### config.mk
export PLATFORM = sky130hd
export DESIGN_NAME = led_counter_ctrl
export DESIGN_NICKNAME = d
export VERILOG_FILES = /design/src/rtl/led_ctrl_pkg.sv /design/src/rtl/led_counter_ctrl_tick_gen.sv /design/src/rtl/led_counter_ctrl.sv
export SDC_FILE = /design/constraint.sdc
export NUM_CORES = 1
export LEC_CHECK = 0
export ABC_AREA = 1
export BUFFER_PORTS_ARGS = -buffer_cell sky130_fd_sc_hd__buf_2
export CORE_MARGIN = 5
export CORE_UTILIZATION = 50
export CTS_CLUSTER_SIZE = 16
export DETAILED_ROUTE_END_ITERATION = 6
export PLACE_DENSITY = 0.73
export SLEW_MARGIN = 20
export SYNTH_ARGS = -nofsm -noshare
export SYNTH_HDL_FRONTEND = slang
export SYNTH_SLANG_ARGS = --single-unit
### constraint.sdc
create_clock -name clk -period 1.85 [get_ports clk]
set_clock_uncertainty 0.2 [all_clocks]
set_input_delay 0.37 -clock clk [delete_from_list [all_inputs] [get_ports clk]]
set_output_delay 0.37 -clock clk [all_outputs]
set_load 0.03 [all_outputs]
### src/rtl/led_ctrl_pkg.sv
// Shared types and constants for the LED run/pause/step controller.
// Optional button conditioning: LED_CTRL_DEBOUNCE_EN.
package led_ctrl_pkg;

  typedef enum logic [1:0] {
    IDLE  = 2'd0,
    RUN   = 2'd1,
    PAUSE = 2'd2,
    DONE  = 2'd3
  } state_t;

  localparam int DEF_TICK_DIV   = 10000000;
  localparam int DEF_DEB_CYCLES = 500000;

  function automatic int pre_w(input int div);
    return (div > 1) ? $clog2(div) : 1;
  endfunction

endpackage

### src/rtl/led_counter_ctrl_tick_gen.sv
// Prescaler producing a one-cycle tick every TICK_DIV enabled cycles.
// Optional button conditioning: LED_CTRL_DEBOUNCE_EN.
module tick_gen
  import led_ctrl_pkg::*;
#(
  parameter int TICK_DIV = DEF_TICK_DIV
) (
  input  logic clk,
  input  logic rst,
  input  logic clr,
  input  logic en,
  output logic tick
);

  localparam int PW = pre_w(TICK_DIV);
  localparam logic [PW-1:0] LAST = PW'(TICK_DIV - 1);

  logic [PW-1:0] cnt;

  always_ff @(posedge clk) begin
    if (rst || clr) begin
      cnt <= '0;
    end else if (en) begin
      cnt <= (cnt == LAST) ? '0 : cnt + 1'b1;
    end
  end

  assign tick = en && (cnt == LAST);

endmodule

### src/rtl/led_counter_ctrl.sv
// Run/pause/step sequencer for the prescaled LED counter.
// Define LED_CTRL_DEBOUNCE_EN to condition the push buttons on-chip.
module led_counter_ctrl
  import led_ctrl_pkg::*;
#(
  parameter int WIDTH      = 8,
  parameter int TICK_DIV   = DEF_TICK_DIV,
  parameter int DEB_CYCLES = DEF_DEB_CYCLES
) (
  input  logic             clk,
  input  logic             rst,
  input  logic             btn_start,
  input  logic             btn_pause,
  input  logic             btn_step,
  input  logic             dir,
  input  logic             wrap_en,
  output logic [WIDTH-1:0] led,
  output logic             running,
  output logic             done
);

  logic start_c;
  logic pause_c;
  logic step_c;

`ifdef LED_CTRL_DEBOUNCE_EN
  localparam int CW = pre_w(DEB_CYCLES + 1);
  localparam logic [CW-1:0] CLAST = CW'(DEB_CYCLES - 1);

  logic [2:0] raw;
  logic [2:0] cmd;

  assign raw = {btn_step, btn_pause, btn_start};

  for (genvar i = 0; i < 3; i++) begin : g_deb
    logic          s1;
    logic          s2;
    logic          lvl;
    logic          lvl_d;
    logic          pls;
    logic [CW-1:0] cnt;

    // level changes only after DEB_CYCLES samples disagreeing with it
    always_ff @(posedge clk) begin
      if (rst) begin
        s1    <= 1'b0;
        s2    <= 1'b0;
        lvl   <= 1'b0;
        lvl_d <= 1'b0;
        pls   <= 1'b0;
        cnt   <= '0;
      end else begin
        s1    <= raw[i];
        s2    <= s1;
        lvl_d <= lvl;
        pls   <= lvl && !lvl_d;
        if (s2 != lvl) begin
          if (cnt == CLAST) begin
            lvl <= s2;
            cnt <= '0;
          end else begin
            cnt <= cnt + 1'b1;
          end
        end else begin
          cnt <= '0;
        end
      end
    end

    assign cmd[i] = pls;
  end

  assign start_c = cmd[0];
  assign pause_c = cmd[1];
  assign step_c  = cmd[2];
`else
  assign start_c = btn_start;
  assign pause_c = btn_pause;
  assign step_c  = btn_step;
`endif

  state_t           state;
  state_t           nxt_state;
  logic [WIDTH-1:0] nxt_led;
  logic [WIDTH-1:0] step_val;
  logic [WIDTH-1:0] term_val;
  logic [WIDTH-1:0] load_val;
  logic             stop;
  logic             tick;
  logic             pre_clr;
  logic             pre_en;

  assign step_val = dir ? led - 1'b1 : led + 1'b1;
  assign term_val = dir ? '0 : '1;
  assign load_val = dir ? '1 : '0;
  assign stop     = (led == term_val) && !wrap_en;

  assign pre_en  = (state == RUN);
  assign pre_clr = (state == IDLE) || (state == DONE)
                || ((state == PAUSE) && start_c && !pause_c);

  tick_gen #(
    .TICK_DIV (TICK_DIV)
  ) u_tick (
    .clk  (clk),
    .rst  (rst),
    .clr  (pre_clr),
    .en   (pre_en),
    .tick (tick)
  );

  always_comb begin
    nxt_state = state;
    nxt_led   = led;
    unique case (state)
      IDLE: begin
        if (start_c) begin
          nxt_state = RUN;
          nxt_led   = load_val;
        end
      end
      RUN: begin
        if (tick) begin
          if (stop) nxt_state = DONE;
          else      nxt_led   = step_val;
        end
        // a tick landing on the terminal value beats a same-cycle pause
        if (pause_c && !(tick && stop)) nxt_state = PAUSE;
      end
      PAUSE: begin
        if (step_c) begin
          if (stop) nxt_state = DONE;
          else      nxt_led   = step_val;
        end
        if (start_c && !pause_c) nxt_state = RUN;
      end
      DONE: begin
        if (start_c) begin
          nxt_state = RUN;
          nxt_led   = load_val;
        end
      end
      default: nxt_state = IDLE;
    endcase
  end

  always_ff @(posedge clk) begin
    if (rst) begin
      state   <= IDLE;
      led     <= '0;
      running <= 1'b0;
      done    <= 1'b0;
    end else begin
      state   <= nxt_state;
      led     <= nxt_led;
      running <= (nxt_state == RUN);
      done    <= (nxt_state == DONE);
    end
  end

endmodule

-- Yosys cells after proc, flatten, opt, wreduce, memory -nomap -nowiden
Cells that the tools add are included.
- register bits: 36
- latch bits: 0
- memory bits (writable): 0
- memory bits (read-only): 0
- input port bits: 7
- output and inout bits: 10
- memories kept: 0
- $add $sub $neg: 3
- multipliers: 0
- div/mod/pow operators: 0
- $lt $le $gt $ge: 0
- equality and inequality tests: 10
- shift operators: 0
- muxes and demuxes: 16
- bitwise gates (word level): 0
- reduce and logical (&&, ||, !) cells: 16
- operators with widths (operator ; number):
    8-bit 2-to-1 mux ; 7
    24-bit by 1-bit adder with 24-bit output, second input constant ; 1
    24-bit equality test, second input constant ; 1
    24-bit 2-to-1 mux ; 1
    8-bit one-hot mux with 3 select lines ; 1
    2-bit 2-to-1 mux ; 6
    8-bit by 1-bit adder with 8-bit output, second input constant ; 1
    8-bit equality test ; 1
    8-bit by 1-bit subtractor with 8-bit output, second input constant ; 1
    1-bit logical AND ; 7
    2-bit equality test, second input constant ; 3
    2-bit one-hot mux with 3 select lines ; 1
    2-bit by 1-bit equality test with 1-bit output, second input constant ; 2
    2-bit != test, second input constant ; 2
    1-bit logical NOT ; 3
    1-bit logical OR ; 3
    3-bit AND reduction ; 1
    2-bit logical NOT ; 1
    2-bit by 1-bit != test with 1-bit output, second input constant ; 1
    2-bit OR reduction ; 1

-- Depth between registers and ports, before layout
- word-level depth: 9
- depth in mapped cells: 13
- depth with buffers taken out: 12

-- Cells and area by module
A second synthesis with hierarchy kept.
- cells, all modules: 387
- area, all modules: 2389.8 um^2
- by module, submodules not included (module ; instances ; cells an instance ; area each (um^2) ; sequential area each (um^2)):
    tick_gen ; 1 ; 210 ; 1353.8 ; 480.5
    led_counter_ctrl ; 1 ; 177 ; 1036.0 ; 240.2

-- Worst setup path after synthesis
OpenSTA, ideal clock, no wires.
- path type: flip-flop to flip-flop
- start point: register led[0]
- end point: register led[6]
- data arrival time: 1687 ps
- required time: 1538 ps
- slack: -149 ps
- cell stages (with the launch flop): 11
- path buffers: 0
- cell sequence: dfxtp_1 > inv_2 > fa_1 > o21ai_0 > nand2_1 > nand2_1 > nand2_1 > nand2_1 > nor2_1 > nor2_1 > nor2_1
- longest elaborated chain between the ends: 5
- ends and longest elaborated chain (what ; RTL line ; source):
    start: declaration ; led_counter_ctrl.sv:17 ; output logic [WIDTH-1:0] led,
    start signal: assignment ; led_counter_ctrl.sv:155 ; led <= nxt_led;
    8-bit by 1-bit adder with 8-bit output (tied with other cells) ; led_counter_ctrl.sv:93 ; assign step_val = dir ? led - 1'b1 : led + 1'b1;
    8-bit 2-to-1 mux or 1-bit logical AND (tied branches) ; led_counter_ctrl.sv:93, led_counter_ctrl.sv:96 ;
    8-bit 2-to-1 mux * ; led_counter_ctrl.sv:124, led_counter_ctrl.sv:132 ;
    8-bit 2-to-1 mux (on tied branches) ; led_counter_ctrl.sv:131, led_counter_ctrl.sv:123 ;
    8-bit one-hot mux with 3 select lines * ; led_counter_ctrl.sv:115 ; unique case (state)
Mark *: on every way between the ends. The rest lies on a longest branch, timed or not. The select of a mux whose other input is x is not followed.
A chain may end at the register's enable or synchronous reset.

-- Final worst setup path
- start point: register state[0]
- end point: register u_tick.cnt[2]
- longest elaborated chain between the ends: 5
- ends and longest elaborated chain (what ; RTL line ; source):
    start: declaration ; led_counter_ctrl.sv:82 ; state_t state;
    start signal: assignment ; led_counter_ctrl.sv:154 ; state <= nxt_state;
    2-bit equality test ; led_counter_ctrl.sv:100 ; || ((state == PAUSE) && start_c && !pause_c);
    1-bit logical AND (2 in series) ; led_counter_ctrl.sv:100 ;
    1-bit logical OR ; led_counter_ctrl.sv:100 ;
    1-bit logical OR ; led_counter_ctrl_tick_gen.sv:21 ; if (rst || clr) begin
    end signal: assignment ; led_counter_ctrl_tick_gen.sv:24 ; cnt <= (cnt == LAST) ? '0 : cnt + 1'b1;
    end: declaration ; led_counter_ctrl_tick_gen.sv:18 ; logic [PW-1:0] cnt;
Parallel ways exist; a longest one is shown, timed or not.

==> impl_metrics.tcl <==
set metrics [dict create \
    status "finished, final reports clean" \
    synth_commonest_cells "85 x nand2_1, 62 x nor2_1, 51 x inv_1" \
    port-buffer-count 16 \
    synth_top_area_share_pct 31.9 \
    netlist_top_cells_area "dfxtp_1 32%, nand2_1 14%, nor2_1 10%" \
    pre_cts_ws_ps -290 \
    track_usage_pct 18.5 \
    nets 423 \
    setup_viol 0 \
    crit_end "u_tick.cnt[2]" \
    synth.most_common_cell "nand2_1" \
    first_iter_violations 150 \
    max_cap_violations 0 \
    vias 2304 \
    rows 24 \
    antenna_found_initial 0 \
    fp.coreArea_um2 4380 \
    rsz0062_at_grt "true" \
    fin_ws_ps 27.1 \
    hold_slack_ps 89.6 \
    place_hpwl_um 4210 \
    max_freq_ghz 0.549 \
    drv_slew 0 \
    ir_drop_uv 1030 \
    cts_tree "done" \
    tightest_slew_ps 402 \
    diodes 0 \
    yosys_most_used_dff "dfxtp_1" \
    cts-htree-levels 2 \
    crit_required_ps 1850 \
    start_util_pct 51.6 \
    critPathLaunch "state[0]" \
    dr.pass1.iters 4 \
    pin_count 17 \
    dp_cells 449 \
    die-area_um2 5970 \
    r2r_cells 6 \
    ys_types 28 \
    worstPathArrival_ps 1820 \
    cts.reportedPaths.clkPinSlew_ps 80 \
    ys_warn_count 0 \
    ys_async_sr_fraction_pct 0 \
    fin_crit_sh_pct 98.5 \
    syn_inst 349 \
    cpMostUsedCell "inv_1" \
    synth_edf_count 0 \
    hold_violations 0 \
    p_per_area_nw_per_um2 1210 \
    finalSetupTns_ps 0 \
    clkLatencyLatePin_ps 290 \
    placed_area_um2 2660 \
    die_w_um 77.3 \
    via_per_inst 5.03 \
    slowest_stage "dfxtp_4" \
    drive_gt1_share_pct 30.3 \
    area_growth_pct 34.0 \
    regToRegEndpoint "u_tick.cnt[2]" \
    period_needed_ps 1820 \
    slowest_delay_ps 380 \
    cp-end-kind "register" \
    clk_path_buf_depth 2 \
    crit_chain "inv_1 -> ha_4 -> nor3_2 -> buf_4 -> inv_1 -> a211oi_1" \
    worstSetupStartpointType "register" \
    max_slew_margin_pct 73.0 \
    finalPower_mw 3.66 \
    worst-setup-path-type "register to register" \
    cts_made_buffers 5 \
    gp_congestion 0.885 \
    grt_pass1_vias 2105 \
    cts-root-buf "clkbuf_8" \
    die_h_um 77.3 \
    total_leakage_power_nw 1.35 \
    routed_wl_um 5640 \
    finish.instance_area_um2 3030 \
    grt_pass1_wl_um 9140 \
    final_antenna_net_count 0 \
    syn_area_per_cell_um2 6.48 \
    drc 0 \
    syn-num-nets 367 \
    cts_num_sinks 36 \
    final_util_pct 69.1 \
    seq_area_frac_synth_pct 31.9 \
    stdcell_count 458 \
    synth-seq-cells 36 \
    timing.rr.start "state[0]" \
    synth_area_um2 2260 \
    grt_max_degree 13 \
    wl_per_cell_um 12.3 \
    overflow 0 \
    synth.largest_area_cell "dfxtp_1" \
    ff2ff_setup_slack_ps 30 \
    hold_path.class "primary input to register" \
    critPathMaxFanout 7 \
]
[worst min path at each step]
stage	startpoint	depth (start not counted)	slack, ps	to
finish	rst	2	90	led[2]
global route	rst	2	90	led[2]
CTS	rst	2	80	led[2]
detailed placement	led[2]	2	270	led[2]
global placement	led[2]	2	270	led[2]
floorplan	rst	1	230	led[2]
[cell families after synthesis]
| kind of cell | count (synthesis) | share of synthesized area (%) |
|---|---|---|
| buf+inv | 58 | 10.0 |
| flops | 36 | 31.9 |
| xor+xnor | 10 | 3.87 |
| fa+ha+maj | 11 | 6.42 |
| compound gates | 31 | 7.47 |
| simple gates | 203 | 40.4 |
[critical path: cells and delay by family, from the launching register on]
kind            cells  cell delay, ps
compound gates      1             210
fa+ha+maj           1             260
buf+inv             3             400
flops               1             380
simple gates        1             270
[per-layer routing]
layer  GRT usage (%)  vias up  part of all wire [%]
li1                -     1204                     -
met1            23.4     1040                    46
met2            30.8       52                    48
met3            3.75        8                   5.0
met4            6.70        0                   1.1
met5               0        -                     0
[sequential cells by signal, summed over array words and instances, names as in the netlist]
name	cells
u_tick.cnt	24
led	8
state	2
done	1
running	1
[area by class of cell]
cell class / count / area, um^2
multi-input cells: 255 / 1550
fillers: 365 / 1350
flip-flops and latches: 36 / 739
repair buffers: 52 / 360
inverters: 55 / 206
clock buffers: 5 / 68.8
well taps: 52 / 65.1
clock inverters: 3 / 42.5
[timing repair]
item,4_1_cts,5_1_grt
pin swaps,2,14
resized for setup,7,44
buffers inserted,0,1
setup endpoints to repair,15,29
hold buffers,0,0
[placed cells by master, fill, tap and decap left out, types with 3 or more instances in the layout]
cell type  count
nor3_1         8
nor4_1         3
nor3_2         4
nor2_4         7
nand3_2        3
clkbuf_8       5
inv_2          7
nand2_1       80
a21oi_1       19
dfxtp_1       25
o21ai_0        3
buf_4         35
nand3_1       17
nand2_2        7
nand4_1        4
ha_4           9
buf_2         15
nor2_1        59
xor2_1         8
inv_1         48
dfxtp_2        9
nor2_2         3
nand2_4        5
[where the power goes]
group / internal, mW / switching (mW) / total (mW) / leakage (nW)
Clock: 0.399 / 0.302 / 0.701 / 0.0541
Combinational: 0.828 / 1.12 / 1.95 / 1.00
Sequential: 0.906 / 0.107 / 1.01 / 0.297
Total: 2.13 / 1.53 / 3.66 / 1.35
Note: power is estimated with default switching activity, not from simulation.
